--- config.mk ---
export PLATFORM = sky130hd
export DESIGN_NAME = interrupt_acknowledge_sequencer
export DESIGN_NICKNAME = d
export VERILOG_FILES = /design/src/rtl/interrupt_acknowledge_sequencer_pkg.sv /design/src/rtl/interrupt_acknowledge_sequencer_priority_resolver.sv /design/src/rtl/interrupt_acknowledge_sequencer.sv
export SDC_FILE = /design/constraint.sdc
export NUM_CORES = 1
export LEC_CHECK = 0
export ABC_CLOCK_PERIOD_IN_PS = 10650
export CAP_MARGIN = 20
export CORE_UTILIZATION = 30
export DETAILED_ROUTE_END_ITERATION = 16
export PLACE_DENSITY = 0.59
export SETUP_SLACK_MARGIN = 0.15
export SLEW_MARGIN = 10
export SYNTH_ARGS = -nofsm -noshare
export SYNTH_HDL_FRONTEND = slang
export SYNTH_SLANG_ARGS = --single-unit
--- constraint.sdc ---
create_clock -name clock -period 10.65 [get_ports clock]
set_input_delay 1.5975 -clock clock [delete_from_list [all_inputs] [get_ports clock]]
set_output_delay 1.5975 -clock clock [all_outputs]
set_load 0.005 [all_outputs]
--- src/rtl/interrupt_acknowledge_sequencer_pkg.sv ---
// Shared types and helpers for the 8259A interrupt acknowledge sequencer.
// Level priority is relative to priority_rotate (the lowest-priority level).
package interrupt_acknowledge_sequencer_pkg;

  localparam int LEVELS = 8;

  localparam logic [2:0] EOI_NONSPEC  = 3'b001;
  localparam logic [2:0] EOI_SPEC     = 3'b011;
  localparam logic [2:0] ROT_NONSPEC  = 3'b101;
  localparam logic [2:0] ROT_SPEC     = 3'b111;
  localparam logic [2:0] SET_PRIO     = 3'b110;
  localparam logic [2:0] AEOI_ROT_SET = 3'b100;
  localparam logic [2:0] AEOI_ROT_CLR = 3'b000;

  typedef enum logic [1:0] {
    IDLE,
    ACK1,
    WAIT2,
    ACK2
  } state_e;

  function automatic logic [7:0] rotate_right(
    input logic [7:0] v,
    input logic [2:0] n
  );
    logic [15:0] d;
    d = {v, v};
    return d[n +: 8];
  endfunction

  function automatic logic [7:0] rotate_left(
    input logic [7:0] v,
    input logic [2:0] n
  );
    logic [15:0] d;
    logic [3:0]  s;
    d = {v, v};
    s = 4'd8 - {1'b0, n};
    return d[s +: 8];
  endfunction

  function automatic logic [7:0] resolv_priority(
    input logic [7:0] v
  );
    return v & (~v + 8'd1);
  endfunction

  function automatic logic [2:0] onehot_to_level(
    input logic [7:0] v
  );
    logic [2:0] l;
    l = '0;
    for (int i = 0; i < LEVELS; i++)
      if (v[i]) l = 3'(i);
    return l;
  endfunction

  function automatic logic [2:0] level_priority(
    input logic [2:0] lvl,
    input logic [2:0] rot
  );
    return lvl - rot - 3'd1;
  endfunction

endpackage

--- src/rtl/interrupt_acknowledge_sequencer_priority_resolver.sv ---
// Masks a request vector and returns the one-hot winner under the
// current rotation (level rotate_i+1 is highest priority).
import interrupt_acknowledge_sequencer_pkg::*;

module priority_resolver (
  input  logic [7:0] request_i,
  input  logic [7:0] mask_i,
  input  logic [2:0] rotate_i,
  output logic [7:0] grant_o
);

  logic [2:0] shift;

  assign shift   = rotate_i + 3'd1;
  assign grant_o = rotate_left(
    resolv_priority(rotate_right(request_i & ~mask_i, shift)), shift);

endmodule

--- src/rtl/interrupt_acknowledge_sequencer.sv ---
// In-service side of the 8259A: INTA handshake, vector drive,
// EOI/AEOI clearing and priority rotation state.
import interrupt_acknowledge_sequencer_pkg::*;

module interrupt_acknowledge_sequencer #(
  parameter int NUM_LEVELS = 8
) (
  input  logic                  clock,
  input  logic                  reset,
  input  logic                  interrupt_acknowledge_n,
  input  logic [NUM_LEVELS-1:0] interrupt_request_register,
  input  logic [NUM_LEVELS-1:0] interrupt_mask,
  input  logic                  special_mask_mode,
  input  logic                  auto_eoi_config,
  input  logic [4:0]            vector_base,
  input  logic                  ocw2_write,
  input  logic [2:0]            ocw2_command,
  input  logic [2:0]            ocw2_level,
  output logic [NUM_LEVELS-1:0] in_service_register,
  output logic [NUM_LEVELS-1:0] highest_level_in_service,
  output logic [2:0]            priority_rotate,
  output logic                  interrupt_out,
  output logic [NUM_LEVELS-1:0] clear_interrupt_request,
  output logic [7:0]            vector_out,
  output logic                  vector_out_enable
);

  state_e     state_q, state_d;
  logic       inta_q;
  logic [7:0] isr_q, isr_d;
  logic [2:0] rot_q, rot_d;
  logic       rot_aeoi_q, rot_aeoi_d;
  logic [2:0] level_q, level_d;
  logic       spur_q, spur_d;
  logic       int_q, int_d;
  logic [7:0] clr_q, clr_d;

  logic [7:0] cand, hlis, isr_mask;
  logic [7:0] set_m, clr_m;
  logic [2:0] cand_lvl, hlis_lvl;
  logic       fall, rise, eligible;

  assign fall     = inta_q & ~interrupt_acknowledge_n;
  assign rise     = ~inta_q & interrupt_acknowledge_n;
  assign isr_mask = special_mask_mode ? interrupt_mask : 8'h00;

  priority_resolver u_cand (
    .request_i (interrupt_request_register),
    .mask_i    (interrupt_mask),
    .rotate_i  (rot_q),
    .grant_o   (cand)
  );

  priority_resolver u_hlis (
    .request_i (isr_q),
    .mask_i    (isr_mask),
    .rotate_i  (rot_q),
    .grant_o   (hlis)
  );

  assign cand_lvl = onehot_to_level(cand);
  assign hlis_lvl = onehot_to_level(hlis);
  assign eligible = (|cand) && (~|hlis ||
    level_priority(cand_lvl, rot_q) < level_priority(hlis_lvl, rot_q));

  always_comb begin
    state_d    = state_q;
    rot_d      = rot_q;
    rot_aeoi_d = rot_aeoi_q;
    level_d    = level_q;
    spur_d     = spur_q;
    clr_d      = '0;
    set_m      = '0;
    clr_m      = '0;
    int_d      = eligible && (state_q == IDLE);
    unique case (state_q)
      IDLE: if (fall) begin
        state_d = ACK1;
        if (eligible) begin
          set_m   = cand;
          clr_d   = cand;
          level_d = cand_lvl;
          spur_d  = 1'b0;
        end else begin
          level_d = 3'd7;
          spur_d  = 1'b1;
        end
      end
      ACK1:  if (rise) state_d = WAIT2;
      WAIT2: if (fall) state_d = ACK2;
      ACK2: if (rise) begin
        state_d = IDLE;
        if (auto_eoi_config && !spur_q) begin
          clr_m = 8'b1 << level_q;
          if (rot_aeoi_q) rot_d = level_q;
        end
      end
      default: state_d = IDLE;
    endcase
    // OCW2 takes precedence over an AEOI rotation in the same cycle
    if (ocw2_write) begin
      case (ocw2_command)
        EOI_NONSPEC: clr_m = clr_m | hlis;
        EOI_SPEC:    clr_m = clr_m | (8'b1 << ocw2_level);
        ROT_NONSPEC: if (|hlis) begin
          clr_m = clr_m | hlis;
          rot_d = hlis_lvl;
        end
        ROT_SPEC: begin
          clr_m = clr_m | (8'b1 << ocw2_level);
          rot_d = ocw2_level;
        end
        SET_PRIO:     rot_d      = ocw2_level;
        AEOI_ROT_SET: rot_aeoi_d = 1'b1;
        AEOI_ROT_CLR: rot_aeoi_d = 1'b0;
        default: ;
      endcase
    end
    isr_d = (isr_q & ~clr_m) | set_m;
  end

  always_ff @(posedge clock) begin
    if (reset) begin
      state_q    <= IDLE;
      inta_q     <= 1'b1;
      isr_q      <= '0;
      rot_q      <= 3'd7;
      rot_aeoi_q <= 1'b0;
      level_q    <= '0;
      spur_q     <= 1'b0;
      int_q      <= 1'b0;
      clr_q      <= '0;
    end else begin
      state_q    <= state_d;
      inta_q     <= interrupt_acknowledge_n;
      isr_q      <= isr_d;
      rot_q      <= rot_d;
      rot_aeoi_q <= rot_aeoi_d;
      level_q    <= level_d;
      spur_q     <= spur_d;
      int_q      <= int_d;
      clr_q      <= clr_d;
    end
  end

  assign vector_out_enable = ~reset & ~interrupt_acknowledge_n &
    ((state_q == WAIT2 && fall) || state_q == ACK2);
  assign vector_out = vector_out_enable ? {vector_base, level_q} : 8'h00;

  assign in_service_register      = isr_q;
  assign highest_level_in_service = hlis;
  assign priority_rotate          = rot_q;
  assign interrupt_out            = int_q;
  assign clear_interrupt_request  = clr_q;

endmodule

==> impl_metrics.json <==
{
  "ir_worst_vdd_mv": 0.0624,
  "antenna_found_initial": 0,
  "grt_start_max_net_pins": 80,
  "postRouteWirelength_um": 16100,
  "layout-drive-gt1-share": 0.105,
  "worst-path-stages": 8,
  "cts-buffers-inserted": 3,
  "cts-root-buf": "clkbuf_16",
  "timing.max_slew.rel_slack": 0.467,
  "port_buffers": 69,
  "timing.reg2reg.worst_path_depth": 19,
  "detail_route.iter0.violations": 519,
  "clock_skew_ps": 4.85,
  "grt-ovfl-total": 0,
  "cts.reportedPaths.clkPinSlew_ps": 70,
  "critical_path.n_buffers_inverters": 3,
  "post_synth_inst_count": 590,
  "dp_hpwl_um": 12300,
  "cts.sink_count": 28,
  "grt_util_met2": 0.325,
  "worst-path-max-fanout": 23,
  "critical_path.reg2reg.endpoint": "in_service_register[5]$_SDFF_PP0_",
  "synthMostInstantiatedCell": "nor2_1",
  "final.setup.tns_ps": 0,
  "hold_class": "reg2reg",
  "nets": 675,
  "cts.hold.buffers_added": 0,
  "antenna_violating_nets_post_route": 0,
  "worstPathCellList": "clkdlybuf4s50_1 > a21oi_1 > o32ai_1 > a31oi_1 > a221oi_1 > mux2i_1 > inv_1 > clkdlybuf4s50_1",
  "globalRoute.busiestLayer": "met2",
  "post_synthesis_cell_type_with_the_largest_combined_area": "dfxtp_1",
  "power.static_leakage_nw": 2.04,
  "postCtsSetupRepairBufs": 0,
  "synth_nets": 634,
  "post_route_clock_period_utilization": 0.646,
  "area_growth_pct": 20.2,
  "critical_path_arrival_ps": 5280,
  "vias": 5077,
  "ys_types": 83,
  "holdCritStartpoint": "rot_aeoi_q$_SDFFE_PP0P_",
  "post_synth_most_frequent_cells": "nor2_1 (42), nand2_1 (38), nand3_1 (32)",
  "max_cap_violations": 0,
  "result_of_the_run": "finished clean",
  "setup_viol": 0,
  "holdPathEnd": "rot_aeoi_q$_SDFFE_PP0P_",
  "vias_in_the_first_global_route": 4776,
  "timing.final.max_slew_violations": 0,
  "non_filler_cells_final": 814,
  "area_of_the_mapped_netlist_um2": 4570,
  "timing.critical_path.max_delay_family": "compound AO/OA/AOI/OAI gates",
  "initial_core_util": 0.311,
  "critPathSlowestCell": "clkdlybuf4s50_1",
  "routedWlPerCell_um": 19.7,
  "wire_length_of_the_first_global_routing_pass_um": 26000,
  "postPlaceCellArea_um2": 5380,
  "synth.top_cell.area_share": 0.123,
  "setup.worst_path.class": "in2out",
  "critPathCaptureType": "output pin",
  "hold_ws_ps": 461,
  "die_area_um2": 15700,
  "async_flop_share": 0,
  "ff2ff_setup_slack_ps": 4390,
  "grt_met1_usage": 0.283,
  "die_h_um": 125,
  "rr_startpoint": "priority_rotate[0]$_SDFF_PP1_",
  "via_per_inst": 6.24,
  "fmax_ghz": 0.145,
  "ys.flop_type": "dfxtp_1",
  "whs_path_depth": 2,
  "startpoint_type": "primary input",
  "io_pins": 70,
  "antenna-diode-count": 0,
  "fp.dieW_um": 125,
  "final-hold-violation-count": 0,
  "cts.path.max_buffers": 2,
  "yosys-top-cells-area": "dfxtp_1 (12%), mux4_2 (11%), mux2i_1 (5.3%)",
  "yosys_warnings": 0,
  "synth_enable_flop_cells": 0,
  "groute.layer.met3.usage": 0.0205,
  "finalWeightedCongestion": 0.914,
  "flip_flop_and_latch_count_after_synthesis": 28,
  "power.density_cell_area_nw_per_um2": 140,
  "postCtsResizedCells": 0,
  "grt_setup_unrepaired": "false",
  "detailedRoute.firstPassIterationCount": 7,
  "design.core.area_um2": 14700,
  "ctsHtreeMaxLevel": 1,
  "tritoncts": "done",
  "cp.required_ps": 9050,
  "cp_slowest_stage_delay_ps": 920,
  "worst_path_most_repeated_cell": "clkdlybuf4s50_1",
  "clock_latency_ps": 270,
  "worst_slew_pin_slew_ps": 800,
  "finalInstanceArea_um2": 5490,
  "core.rowCount": 44,
  "syn_avg_cell_area_um2": 7.74,
  "groute.usage.overall": 0.202,
  "synth-seq-area-share": 0.123,
  "final.min_clock_period_ps": 6880,
  "drc_errors": 0,
  "post-place-cells": 810
}
## power breakdown
part	total (mW)	internal [mW]	switching (mW)
Sequential	0.140	0.120	0.0194
Clock	0.112	0.0749	0.0373
Combinational	0.517	0.215	0.303
Total	0.769	0.410	0.359
## registers in the layout, indices dropped and copies added (netlist names)
signal	flops
inta_q	1
priority_rotate	3
in_service_register	8
clear_interrupt_request	8
state_q	2
spur_q	1
level_q	3
rot_aeoi_q	1
interrupt_out	1
## per-stage QoR
stage          setup slack (ps)  power (mW)   util
2_1_floorplan              5000       0.498      -
3_3_place_gp               3880       0.640  0.366
3_5_place_dp               3830       0.646  0.366
4_1_cts                    3840       0.763  0.373
5_1_grt                    3380       0.824  0.373
6_report                   3770       0.769  0.373
## worst max path at each step
stage | start | end
after floorplan | interrupt_mask[0] | in_service_register[5]$_SDFF_PP0_
after detailed placement | special_mask_mode | highest_level_in_service[2]
after global placement | special_mask_mode | highest_level_in_service[4]
final | special_mask_mode | highest_level_in_service[1]
after global routing | special_mask_mode | highest_level_in_service[5]
after CTS | special_mask_mode | highest_level_in_service[2]
## cell type report
| class | instances | area [µm²] |
|---|---|---|
| timing repair buffer | 75 | 736 |
| multi-input combinational | 500 | 3770 |
| clock buffer | 3 | 75.1 |
| sequential | 28 | 562 |
| tap | 184 | 230 |
| fill | 1470 | 9210 |
| clock inverter | 1 | 30.0 |
| inverter | 23 | 86.3 |
## cell families (layout without fill, tap and decap cells)
kind of cell,after synthesis,count (layout),share of synthesized area
adders and majority gates,11,11,0.0334
DFF,28,28,0.123
buffers and inverters,62,102,0.0586
and+or+nand+nor,253,253,0.312
AOI/OAI and AO/OA,175,175,0.273
muxes,55,55,0.187
xor gates and xnor gates,6,6,0.0131
## routing by layer
metal	routed length, µm	part of all wire	vias to the layer above
met3	1050	0.065	34
met1	7270	0.45	2409
met4	436	0.027	0
li1	-	-	2393
met5	0	0	-
met2	7320	0.46	241
## worst register-to-register path: cells and delay by family (launching register included)
family	cells	cell delay [ps]
multiplexers	3	1530
adder cells (fa/ha/maj)	3	1230
buffers and inverters	3	1070
AND/OR/NAND/NOR	3	830
AO/OA/AOI/OAI	4	700
XOR/XNOR	3	480
flip-flops	1	310
## cell usage in the layout, fill, tap and decap left out, types with 4 or more instances in the layout
| master | netlist | layout |
|---|---|---|
| o21a_1 | 5 | 5 |
| o21ai_1 | 8 | 8 |
| mux2i_1 | 24 | 24 |
| a211o_1 | 4 | 4 |
| mux4_2 | 23 | 23 |
| a31oi_1 | 7 | 7 |
| nor2b_1 | 9 | 9 |
| nand4_1 | 21 | 21 |
| o211ai_1 | 10 | 10 |
| nand2_1 | 38 | 38 |
| o21ai_0 | 25 | 25 |
| and2_1 | 15 | 15 |
| buf_4 | 2 | 6 |
| a21o_1 | 12 | 12 |
| nor4_1 | 9 | 9 |
| dfxtp_1 | 28 | 27 |
| ha_1 | 9 | 9 |
| mux2_2 | 5 | 5 |
| and3_1 | 10 | 10 |
| and3b_1 | 4 | 4 |
| nand2b_1 | 12 | 12 |
| a21oi_1 | 27 | 27 |
| nand3_1 | 32 | 32 |
| clkdlybuf4s50_1 | 0 | 69 |
| or3b_2 | 7 | 7 |
| o22ai_1 | 7 | 7 |
| o2111ai_1 | 6 | 6 |
| nor3_1 | 12 | 12 |
| a211oi_1 | 13 | 13 |
| nor3_2 | 4 | 4 |
| o31ai_1 | 4 | 4 |
| nor3b_1 | 6 | 6 |
| inv_1 | 20 | 20 |
| nand3b_1 | 9 | 9 |
| nor2_1 | 42 | 42 |
| or3_1 | 4 | 4 |
Power figures use the tool's default switching activity.
